==> src/rtl/core_pkg.sv <==
// Shared core definitions: hazard classes, forwarding selects and the hazard shadow-slot type.
package core_pkg;

    localparam int unsigned HZ_REG_AW = 5;

    localparam logic [1:0] HZ_NONE  = 2'b00;
    localparam logic [1:0] HZ_ALU   = 2'b01;
    localparam logic [1:0] HZ_LOAD  = 2'b10;
    localparam logic [1:0] HZ_STORE = 2'b11;

    localparam logic [1:0] FWD_RF      = 2'b00;
    localparam logic [1:0] FWD_EX_ALU  = 2'b01;
    localparam logic [1:0] FWD_MEM_ALU = 2'b10;
    localparam logic [1:0] FWD_MEM_LD  = 2'b11;

    typedef struct packed {
        logic [1:0]           optype;
        logic [HZ_REG_AW-1:0] rd;
        logic [HZ_REG_AW-1:0] rs2;
    } hz_slot_t;

    // x0 is hardwired zero, so a write to it never produces a dependency.
    function automatic logic slot_writes(input logic [1:0]           optype,
                                         input logic [HZ_REG_AW-1:0] rd,
                                         input logic [HZ_REG_AW-1:0] r);
        return ((optype == HZ_ALU) || (optype == HZ_LOAD)) && (rd == r) && (r != '0);
    endfunction

endpackage

==> src/rtl/hazard_fwd_sel.sv <==
// Priority selector choosing the ID-stage operand source from the EX and MEM shadow slots.
module hazard_fwd_sel
    import core_pkg::*;
(
    input  logic [HZ_REG_AW-1:0] reg_idx_i,
    input  logic                 use_i,
    input  logic [1:0]           ex_optype_i,
    input  logic [HZ_REG_AW-1:0] ex_rd_i,
    input  logic [1:0]           mem_optype_i,
    input  logic [HZ_REG_AW-1:0] mem_rd_i,
    output logic [1:0]           fwd_sel_o
);

    logic ex_hit;
    logic mem_hit;

    assign ex_hit  = slot_writes(ex_optype_i, ex_rd_i, reg_idx_i);
    assign mem_hit = slot_writes(mem_optype_i, mem_rd_i, reg_idx_i);

    // The youngest producer wins; a load still in EX is handled by the stall, not here.
    always_comb begin
        fwd_sel_o = FWD_RF;
        if (use_i) begin
            if (ex_hit && (ex_optype_i == HZ_ALU)) begin
                fwd_sel_o = FWD_EX_ALU;
            end else if (mem_hit && (mem_optype_i == HZ_ALU)) begin
                fwd_sel_o = FWD_MEM_ALU;
            end else if (mem_hit && (mem_optype_i == HZ_LOAD)) begin
                fwd_sel_o = FWD_MEM_LD;
            end
        end
    end

endmodule

==> src/rtl/hazard_unit.sv <==
// Hazard detection and forwarding control beside ID; tracks EX/MEM/WB in its own shadow slots.
module hazard_unit
    import core_pkg::*;
#(
    parameter int unsigned REG_AW = 5
) (
    input  logic              clk,
    input  logic              rst_n,
    input  logic [1:0]        hazard_optype_ID,
    input  logic              rs1use_ID,
    input  logic              rs2use_ID,
    input  logic [REG_AW-1:0] rs1_ID,
    input  logic [REG_AW-1:0] rs2_ID,
    input  logic [REG_AW-1:0] rd_ID,
    input  logic              Branch_ID,
    output logic              PC_EN_IF,
    output logic              reg_FD_EN,
    output logic              reg_FD_flush,
    output logic              reg_DE_flush,
    output logic [1:0]        forward_ctrl_A,
    output logic [1:0]        forward_ctrl_B,
    output logic              forward_ctrl_ls
);

    logic [HZ_REG_AW-1:0] rs1_idx;
    logic [HZ_REG_AW-1:0] rs2_idx;
    logic [HZ_REG_AW-1:0] rd_idx;

    assign rs1_idx = HZ_REG_AW'(rs1_ID);
    assign rs2_idx = HZ_REG_AW'(rs2_ID);
    assign rd_idx  = HZ_REG_AW'(rd_ID);

    hz_slot_t ex_d, ex_q;
    hz_slot_t mem_q;
    // WB only ever needs class and rd (for the store-data check), so rs2 is dropped there.
    logic [1:0]           wb_optype_q;
    logic [HZ_REG_AW-1:0] wb_rd_q;

    logic load_use_stall;

    // A store's rs2 is only needed in MEM, so a load feeding it never stalls.
    always_comb begin
        load_use_stall = 1'b0;
        if (ex_q.optype == HZ_LOAD) begin
            if (rs1use_ID && slot_writes(ex_q.optype, ex_q.rd, rs1_idx)) begin
                load_use_stall = 1'b1;
            end
            if (rs2use_ID && (hazard_optype_ID != HZ_STORE) &&
                slot_writes(ex_q.optype, ex_q.rd, rs2_idx)) begin
                load_use_stall = 1'b1;
            end
        end
    end

    always_comb begin
        ex_d.optype = hazard_optype_ID;
        ex_d.rd     = rd_idx;
        ex_d.rs2    = rs2_idx;
        if (load_use_stall) begin
            ex_d = '0;
        end
    end

    always_ff @(posedge clk or negedge rst_n) begin
        if (!rst_n) begin
            ex_q        <= '0;
            mem_q       <= '0;
            wb_optype_q <= HZ_NONE;
            wb_rd_q     <= '0;
        end else begin
            ex_q        <= ex_d;
            mem_q       <= ex_q;
            wb_optype_q <= mem_q.optype;
            wb_rd_q     <= mem_q.rd;
        end
    end

    // A stall beats a branch: the branch operands are not valid yet and ID re-resolves it.
    always_comb begin
        PC_EN_IF     = 1'b1;
        reg_FD_EN    = 1'b1;
        reg_FD_flush = 1'b0;
        reg_DE_flush = 1'b0;
        if (load_use_stall) begin
            PC_EN_IF     = 1'b0;
            reg_FD_EN    = 1'b0;
            reg_DE_flush = 1'b1;
        end else if (Branch_ID) begin
            reg_FD_flush = 1'b1;
        end
    end

    assign forward_ctrl_ls = (mem_q.optype == HZ_STORE) && (wb_optype_q == HZ_LOAD) &&
                             (wb_rd_q == mem_q.rs2) && (wb_rd_q != '0);

    hazard_fwd_sel u_fwd_sel_a (
        .reg_idx_i    (rs1_idx),
        .use_i        (rs1use_ID),
        .ex_optype_i  (ex_q.optype),
        .ex_rd_i      (ex_q.rd),
        .mem_optype_i (mem_q.optype),
        .mem_rd_i     (mem_q.rd),
        .fwd_sel_o    (forward_ctrl_A)
    );

    hazard_fwd_sel u_fwd_sel_b (
        .reg_idx_i    (rs2_idx),
        .use_i        (rs2use_ID),
        .ex_optype_i  (ex_q.optype),
        .ex_rd_i      (ex_q.rd),
        .mem_optype_i (mem_q.optype),
        .mem_rd_i     (mem_q.rd),
        .fwd_sel_o    (forward_ctrl_B)
    );

endmodule

==> config.mk <==
export PLATFORM = sky130hd
export DESIGN_NAME = hazard_unit
export DESIGN_NICKNAME = d
export VERILOG_FILES = /design/src/rtl/core_pkg.sv /design/src/rtl/hazard_fwd_sel.sv /design/src/rtl/hazard_unit.sv
export SDC_FILE = /design/constraint.sdc
export NUM_CORES = 1
export LEC_CHECK = 0
export ABC_AREA = 1
export CORE_MARGIN = 3
export CORE_UTILIZATION = 30
export CTS_CLUSTER_SIZE = 25
export DETAILED_ROUTE_END_ITERATION = 10
export RECOVER_POWER = 100
export SYNTH_ARGS = -nofsm -noshare
export SYNTH_HDL_FRONTEND = slang
export SYNTH_SLANG_ARGS = --single-unit
==> constraint.sdc <==
create_clock -name clk -period 2 [get_ports clk]
set_input_delay 0.2 -clock clk [delete_from_list [all_inputs] [get_ports clk]]
set_output_delay 0.2 -clock clk [all_outputs]
set_load 0.01 [all_outputs]
==> results of run 1 <==
-- cell usage after synthesis (all sizes together) --
cell     count  area, um^2
o2111ai      1        8.76
a21oi       18         128
inv         39         146
clkbuf       1        3.75
o211ai       1        7.51
a211oi       1        7.51
xnor2        2        17.5
nor3         3        15.0
ha           5        62.6
buf          2        27.5
o21ai        1        5.00
nand3       11        65.1
clkinv       1        3.75
a22o         1        8.76
nor2        20        90.1
dfrtp       31         776
nand2       47         184
xor2         4        35.0
nand4        1        6.26
o22ai        1        6.26
-- through the flow --
stage	utilization	instances	total power, mW	instance area (um^2)	setup WS, ns
finish	0.446	311	1.55	2200	0.0387
global route	0.446	311	1.63	2200	-0.0748
CTS	0.452	312	1.58	2230	-0.103
detailed placement	0.422	302	0.919	2080	-0.204
global placement	0.422	302	0.914	2080	-0.190
floorplan	-	191	0.796	1600	0.355
-- flip-flops by register name, summed over array words and instances, names as in the netlist --
name,cells
mem_q,12
wb_rd_q,5
ex_q,12
wb_optype_q,2
-- kinds of logic after synthesis --
group / share of synthesized area
xor gates and xnor gates: 0.0328
adders and majority gates: 0.0390
DFF: 0.484
AOI/OAI and AO/OA: 0.107
and+or+nand+nor: 0.225
buffers and inverters: 0.113
-- worst paths after layout --
check	cells after the start	from	endpoint	slack [ns]
worst max-delay path	10	mem_q[10]	forward_ctrl_A[1]	0.04
min in group asynchronous	2	rst_n	wb_rd_q[1]	0.52
max in group asynchronous	2	rst_n	mem_q[9]	0.99
worst max register to register	9	ex_q[10]	ex_q[2]	0.19
worst min register to register	0	ex_q[4]	mem_q[4]	0.35
worst min-delay path	0	ex_q[4]	mem_q[4]	0.35
-- worst max-delay path, delay by kind of cell (launching register included) --
kind,cells,cell delay [ns]
flops,1,0.38
fa+ha+maj,1,0.21
buf+inv,4,0.42
compound gates,1,0.10
simple gates,4,0.35
-- layer usage --
layer  global-route usage  part of all wire  vias to the layer above
met5                    0                 0                        -
met4               0.0687             0.034                        0
met3               0.0317             0.049                       12
met2                0.230              0.50                       39
met1                0.162              0.41                      629
li1                     -                 -                      685
-- layout make-up --
type,count,area [um^2]
clock inverter,2,35.0
timing repair buffer,48,399
multi-input combinational,117,678
clock buffer,6,82.6
inverter,40,150
fill,526,2740
tap,67,83.8
sequential,31,776
-- what timing repair did --
item,4_1_cts,5_1_grt
buffers inserted,4,0
resized for setup,45,6
endpoints found under the setup margin,9,8
pin swaps,11,13
-- power by group --
group	switching, mW	internal (mW)	total [mW]	leakage, nW
Clock	0.235	0.403	0.638	0.0612
Combinational	0.120	0.111	0.231	0.687
Sequential	0.0243	0.660	0.685	0.362
Total	0.379	1.17	1.55	1.11
==> flow_summary.ini, run 1 <==
[status]
result_of_the_run = complete, no violations

[synth]
yosys_warnings = 0
postSynthAreaPerCell_um2 = 8.40
synth.distinct_cells = 26
syn_inst = 191
number_of_synthesized_register_bits = 31
synth_sequential_area_ratio = 0.484
post_synth_instance_area_um2 = 1600
syn_nets = 218

[global_routing]
grt_start_max_net_pins = 32
gr-total-overflow = 0
via_count_of_the_first_global_routing_pass = 1406
first_pass_grt_wire_length_um = 6470
grtUsageTotal = 0.136
antenna_found_initial = 0

[place]
port_buffers = 30
dp.final_hpwl_um = 2930
place_congestion = 0.809

[worst_hold_path]
worstHoldPathType = flop to flop

[clocking]
cts_buffers = 5
h-tree-depth = 2
total_of_hold_buffers_inserted_after_clock_tree_synthesis = 0
clock_sink_count = 31
clock_latency_ns = 0.29
clk_path_buf_depth = 2
tritoncts = built
cts.root.buffer_cell = clkbuf_8
clk_pin_slew_ns = 0.06

[worst_setup_path]
crit_required_ns = 1.80
end_kind = primary output
critical_path.most_common_cell = buf_6
cpPeakStageDelay_ns = 0.38
timing.critical_path.from_type = flop
crit_arrival_ns = 1.76
cp_max_fo = 2
category_of_the_critical_setup_timing_path = flop to primary output
slowest_stage = dfrtp_1
critical_path.cell_chain = inv_2, ha_4, buf_6, nor2_4, o2111ai_2, nor2_2, buf_6, nand3_2, nor2_1, buf_2

[finish]
finish.net_count = 270
final_common_cell = nand2_1
layout.cells.most_common_list = nand2_1 (45), inv_1 (31), dfrtp_1 (31)
drive_gt1_frac = 0.258
flow.area_growth_from_synthesis_pct = 37.4
num_antenna_cells = 0

[timing]
final_max_slew_viol_count = 0
fin_skew_ns = 0.00885
post-route-period-util = 0.981
max_clock_freq_mhz = 510
slew_headroom = 0.485
total_negative_slack_for_setup_checks_ns = 0
finalSetupViolCount = 0
rsz0062_at_grt = true
report.final.hold_viol_count = 0
final_period_minus_worst_setup_slack_ns = 1.96
worst_slew_pin_slew_ns = 0.772
hold_ws_ns = 0.347

[power_and_ir_drop]
power.density_cell_area_nw_per_um2 = 705
power.leakage_nw = 1.11
ir_drop_mv = 0.638

[drt]
detail_route.iter0.violations = 75
via_count = 1365
antenna_violating_nets_post_route = 0
wl_per_cell_um = 12.2
first_drt_pass_iteration_count = 4
route.detailed.vias_per_inst = 4.39
wirelength_um = 3790
detail_route.drc_violations = 0

[floorplanning]
fp.dieArea_um2 = 6260
design.portCount = 31
height_of_the_chip_um = 79.1
fp.dieW_um = 79.1
starting_density_of_the_core = 0.325
design.core.area_um2 = 4940
floorplan.rows = 25

[flow_run]
maxCapViolations = 0
Note: power is estimated with default switching activity, not from simulation.
==> run 2, diff against run 1 <==
--- a/config.mk
+++ b/config.mk
@@ -6,11 +6,14 @@
 export NUM_CORES = 1
 export LEC_CHECK = 0
 export ABC_AREA = 1
+export CAP_MARGIN = 30
 export CORE_MARGIN = 3
 export CORE_UTILIZATION = 30
 export CTS_CLUSTER_SIZE = 25
 export DETAILED_ROUTE_END_ITERATION = 10
+export MAX_ROUTING_LAYER = met4
 export RECOVER_POWER = 100
+export REMOVE_ABC_BUFFERS = 1
 export SYNTH_ARGS = -nofsm -noshare
 export SYNTH_HDL_FRONTEND = slang
 export SYNTH_SLANG_ARGS = --single-unit
==> flow_summary.ini, run 2 (synthesized netlist as in run 1, its figures left out) <==
[clocking]
clock_latency_ns = 0.28
clk_path_buf_depth = 2
cts_buffers = 5
clock_sink_count = 31
total_of_hold_buffers_inserted_after_clock_tree_synthesis = 0
h-tree-depth = 2
clk_pin_slew_ns = 0.06
cts.root.buffer_cell = clkbuf_8
tritoncts = built

[drt]
detail_route.iter0.violations = 19
detail_route.drc_violations = 0
first_drt_pass_iteration_count = 4
route.detailed.vias_per_inst = 4.21
wirelength_um = 3580
wl_per_cell_um = 11.4
antenna_violating_nets_post_route = 0
via_count = 1325

[finish]
stdcell_count = 315
finish.net_count = 274
flow.area_growth_from_synthesis_pct = 39.9
layout.cells.most_common_list = nand2_1 (45), dfrtp_1 (31), inv_1 (30)
layout.area.seq_um2 = 776
final_common_cell = nand2_1
biggestRegsByFlops = ex_q x12, mem_q x12, wb_rd_q x5
fill_cells = 517
multi_input_gate_area_in_the_final_layout_um2 = 702
num_antenna_cells = 0
drive_gt1_frac = 0.278

[timing]
max_clock_freq_mhz = 535
finalSetupViolCount = 0
final_max_slew_viol_count = 0
post-route-worst-setup-slack_ns = 0.129
report.final.hold_viol_count = 0
slew_headroom = 0.505
hold_ws_ns = 0.348
fin_skew_ns = 0.00336
final_period_minus_worst_setup_slack_ns = 1.87
worst_slew_pin_slew_ns = 0.742
post-route-period-util = 0.935
total_negative_slack_for_setup_checks_ns = 0

[worst_hold_path]
worstHoldPathType = flop to flop

[global_routing]
grt.met1_usage = 0.151
met2_usage = 0.221
first_pass_grt_wire_length_um = 6280
grt_use_met3 = 0.0385
most_used_routing_layer = met2
grtUsageTotal = 0.133
gr-total-overflow = 0
via_count_of_the_first_global_routing_pass = 1442
grt_start_max_net_pins = 32
antenna_found_initial = 0

[place]
detailedPlace.worstSlack_ns = -0.256
post-place-cells = 304
place_congestion = 0.900
dp.final_hpwl_um = 2730
port_buffers = 30

[floorplanning]
height_of_the_chip_um = 79.1
floorplan.rows = 25
design.core.area_um2 = 4940
starting_density_of_the_core = 0.325
fp.dieArea_um2 = 6260
design.portCount = 31
fp.dieW_um = 79.1

[worst_setup_path]
critical_path.cell_chain = inv_2, ha_4, a21oi_2, nand2_1, nor2_2, nand2_1, nor2_2, nand2_1, nand2_1, buf_2
crit_family = simple AND/OR/NAND/NOR gates
cpPeakStageDelay_ns = 0.39
slowest_stage = dfrtp_1
crit_required_ns = 1.80
crit_arrival_ns = 1.67
timing.critical_path.from_type = flop
cp_num_buf_inv = 2
end_kind = primary output
critical_path.most_common_cell = nand2_1
category_of_the_critical_setup_timing_path = flop to primary output
cp_max_fo = 2

[power_and_ir_drop]
clock_power_share = 0.406
power.density_cell_area_nw_per_um2 = 693
share_comb_of_total_power = 0.153
seq_power_share = 0.441
netSwitchingPower_mw = 0.373
internal_power_mw = 1.18
p_sw_frac = 0.240
ir_drop_mv = 0.331
power.leakage_nw = 1.13
total_power_mw = 1.55

[flow_run]
maxCapViolations = 0

[status]
result_of_the_run = complete, no violations
run 2: changes by cell type in the layout (fill, tap and decap cells not counted), sizes merged:
cell and change:
dlygate4sd2 -1, clkdlybuf4s15 +1, clkbuf +6, clkdlybuf4s50 -1
buf -2, dlymetal6s2s +1
run 2: worst register-to-register path: stages (launching register included):
cell and delay (ns):
dfrtp_1 0.39, inv_2 0.07, ha_4 0.20, a21oi_2 0.11, nand2_1 0.07, nor2_2 0.12
nand3_2 0.10, nand2_4 0.08, clkbuf_2 0.31, a21oi_1 0.12
run 2: final timing paths:
path                            cells after the start  startpoint                end  slack, ns
worst min-delay path                                0     ex_q[4]           mem_q[4]       0.35
min in group asynchronous                           2       rst_n           mem_q[2]       0.51
worst max register to register                      9    ex_q[10]            ex_q[4]       0.28
worst min register to register                      0     ex_q[4]           mem_q[4]       0.35
max in group asynchronous                           2       rst_n           mem_q[3]       1.02
worst max-delay path                               10    ex_q[10]  forward_ctrl_B[0]       0.13
run 2: power groups by stage:
stage	Sequential, mW	Clock, mW	Combinational (mW)
after floorplan	0.689	0	0.105
after global placement	0.694	0	0.222
after detailed placement	0.695	0	0.223
after CTS	0.685	0.652	0.242
after global routing	0.689	0.680	0.269
final	0.684	0.631	0.238
run 2: per-stage QoR:
step	cell area, um^2	utilization
after global placement	2100	0.425
after floorplan	1570	-
after detailed placement	2100	0.425
final	2240	0.454
after global routing	2240	0.454
after CTS	2280	0.461
run 2: cell type report:
class / instances / share of cell area
Inverter: 40 / 0.0669
Sequential cell: 31 / 0.346
Clock buffer: 6 / 0.0368
Timing Repair Buffer: 52 / 0.185
Tap cell: 67 / 0.0374
Clock inverter: 2 / 0.0156
Multi-Input combinational cell: 117 / 0.313
run 2: per-layer routing:
metal / up-vias / part of all wire
li1: 698 / -
met1: 591 / 0.44
met2: 28 / 0.49
met3: 8 / 0.043
met4: 0 / 0.022
met5: - / 0
run 2: repair_timing:
action	CTS	global route
endpoints found under the setup margin	9	9
pin swaps	10	6
setup buffers	5	1
resized for setup	39	12
==> run 3, diff against run 2 <==
--- a/config.mk
+++ b/config.mk
@@ -8,10 +8,11 @@
 export ABC_AREA = 1
 export CAP_MARGIN = 30
 export CORE_MARGIN = 3
-export CORE_UTILIZATION = 30
+export CORE_UTILIZATION = 51
 export CTS_CLUSTER_SIZE = 25
 export DETAILED_ROUTE_END_ITERATION = 10
 export MAX_ROUTING_LAYER = met4
+export PLACE_DENSITY = 0.79
 export RECOVER_POWER = 100
 export REMOVE_ABC_BUFFERS = 1
 export SYNTH_ARGS = -nofsm -noshare
==> flow_summary.ini, run 3 (synthesized netlist as in run 1, its figures left out) <==
[status]
result_of_the_run = complete, no violations

[finish]
num_antenna_cells = 0
layout.cells.most_common_list = nand2_1 (45), dfrtp_1 (31), inv_1 (30)
fill_cells = 215
biggestRegsByFlops = ex_q x12, mem_q x12, wb_rd_q x5
layout.area.seq_um2 = 776
final_common_cell = nand2_1
postLayoutCoreUtil = 0.762
finish.net_count = 274
flow.area_growth_from_synthesis_pct = 36.6
multi_input_gate_area_in_the_final_layout_um2 = 697
drive_gt1_frac = 0.286

[worst_setup_path]
crit-reg2reg-capture = ex_q[1]
slowest_stage = dfrtp_1
cp_max_fo = 2
reg2regPathDepth = 10
crit_family = simple AND/OR/NAND/NOR gates
cp_num_buf_inv = 2
cpPeakStageDelay_ns = 0.41
worst_case_register_to_register_setup_slack_ns = 0.10
category_of_the_critical_setup_timing_path = flop to primary output
timing.critical_path.from_type = flop
critical_path.cell_chain = inv_2, ha_4, a21oi_2, nand2_1, nor2_2, nand2_1, nor2_2, nand2_1, nand2_1, buf_6
crit_required_ns = 1.80
worstSetupEndpoint = forward_ctrl_A[0]
crit_arrival_ns = 1.80
stages_on_worst_setup_path = 10
crit-reg2reg-launch = ex_q[10]
startpoint = ex_q[10]
end_kind = primary output
critical_path.most_common_cell = nand2_1

[floorplanning]
floorplan.rows = 19
starting_density_of_the_core = 0.558
design.portCount = 31
design.core.area_um2 = 2880
height_of_the_chip_um = 62.1
fp.dieArea_um2 = 3850
fp.dieW_um = 62.1

[global_routing]
grt.met1_usage = 0.249
most_used_routing_layer = met2
met2_usage = 0.399
grtUsageTotal = 0.230
first_pass_grt_wire_length_um = 6190
via_count_of_the_first_global_routing_pass = 1483
gr-total-overflow = 0
antenna_found_initial = 0
grt_use_met3 = 0.0661
grt_start_max_net_pins = 32

[drt]
via_count = 1432
wl_per_cell_um = 12.9
detail_route.drc_violations = 0
detail_route.iter0.violations = 38
first_drt_pass_iteration_count = 4
wirelength_um = 3730
antenna_violating_nets_post_route = 0
route.detailed.vias_per_inst = 4.94

[place]
dp.final_hpwl_um = 2840
place_congestion = 1.04
port_buffers = 30
detailedPlace.worstSlack_ns = -0.223

[clocking]
clk_path_buf_depth = 2
h-tree-depth = 2
clock_latency_ns = 0.34
cts.root.buffer_cell = clkbuf_4
clock_sink_count = 31
clk_pin_slew_ns = 0.10
tritoncts = built
cts_buffers = 5

[timing]
final_max_slew_viol_count = 0
post-route-period-util = 1.00
hold_ws_ns = 0.356
finalSetupViolCount = 0
report.final.hold_viol_count = 0
final_period_minus_worst_setup_slack_ns = 2.00
fin_skew_ns = 0.0101
rsz0062_at_grt = true
worst_slew_pin_slew_ns = 0.738
max_clock_freq_mhz = 500
post-route-worst-setup-slack_ns = 0.000786
slew_headroom = 0.508

[worst_hold_path]
worstHoldPathType = flop to flop

[flow_run]
maxCapViolations = 0

[power_and_ir_drop]
power.density_cell_area_nw_per_um2 = 657
ir_drop_mv = 0.428
power.leakage_nw = 1.12
==> run 3: cell count changes in the layout (fill, tap and decap cells not counted), moves of 2 or more <==
cell,previous run,this run
a21oi_2,5,9
a21oi_1,13,9
clkbuf_1,5,3
clkbuf_4,2,7
buf_4,17,15
clkbuf_8,6,1
buf_6,0,4
nand3_1,8,10
nand3_2,3,1
==> run 3: cell type report <==
| cell class | count | share of cell area |
|---|---|---|
| Clock buffer | 6 | 0.0234 |
| Inverter | 40 | 0.0685 |
| Clock inverter | 2 | 0.0160 |
| Tap cell | 42 | 0.0240 |
| Timing Repair Buffer | 52 | 0.196 |
| Multi-Input combinational cell | 117 | 0.318 |
| Sequential cell | 31 | 0.354 |
==> run 3: layer usage <==
metal	up-vias	part of all wire
met5	-	0
met4	0	0.015
met3	5	0.049
met2	40	0.55
met1	689	0.39
li1	698	-
==> run 3: worst min path at each step <==
stage | depth (start not counted) | slack, ns | endpoint | from
2_1_floorplan | 0 | -0.1 | ex_q[0] | rst_n
3_3_place_gp | 0 | 0.33 | mem_q[2] | ex_q[2]
3_5_place_dp | 0 | 0.34 | mem_q[1] | ex_q[1]
4_1_cts | 2 | 0.24 | mem_q[9] | rst_n
5_1_grt | 0 | 0.37 | mem_q[2] | ex_q[2]
6_report | 0 | 0.36 | mem_q[1] | ex_q[1]
==> run 3: repair_timing <==
item,4_1_cts,5_1_grt
hold buffers,0,0
resized for setup,43,13
buffers inserted,3,0
pin swaps,14,8
gates cloned,0,0
endpoints found under the setup margin,9,9
hold endpoints to repair,0,0
==> run 3: report_power, final <==
group / internal [mW] / switching [mW] / total (mW)
registers: 0.660 / 0.0235 / 0.683
logic: 0.114 / 0.123 / 0.238
clock network: 0.295 / 0.224 / 0.519
total: 1.07 / 0.371 / 1.44
==> run 3: per-stage QoR <==
step | TNS [ns] | power [mW] | cell area (um^2) | instances
detailed placement | -1.38 | 0.916 | 2070 | 279
floorplan | 0 | 0.794 | 1570 | 188
global route | -0.575 | 1.51 | 2190 | 290
CTS | -0.0241 | 1.45 | 2180 | 290
global placement | -1.13 | 0.907 | 2070 | 279
finish | 0 | 1.44 | 2190 | 290
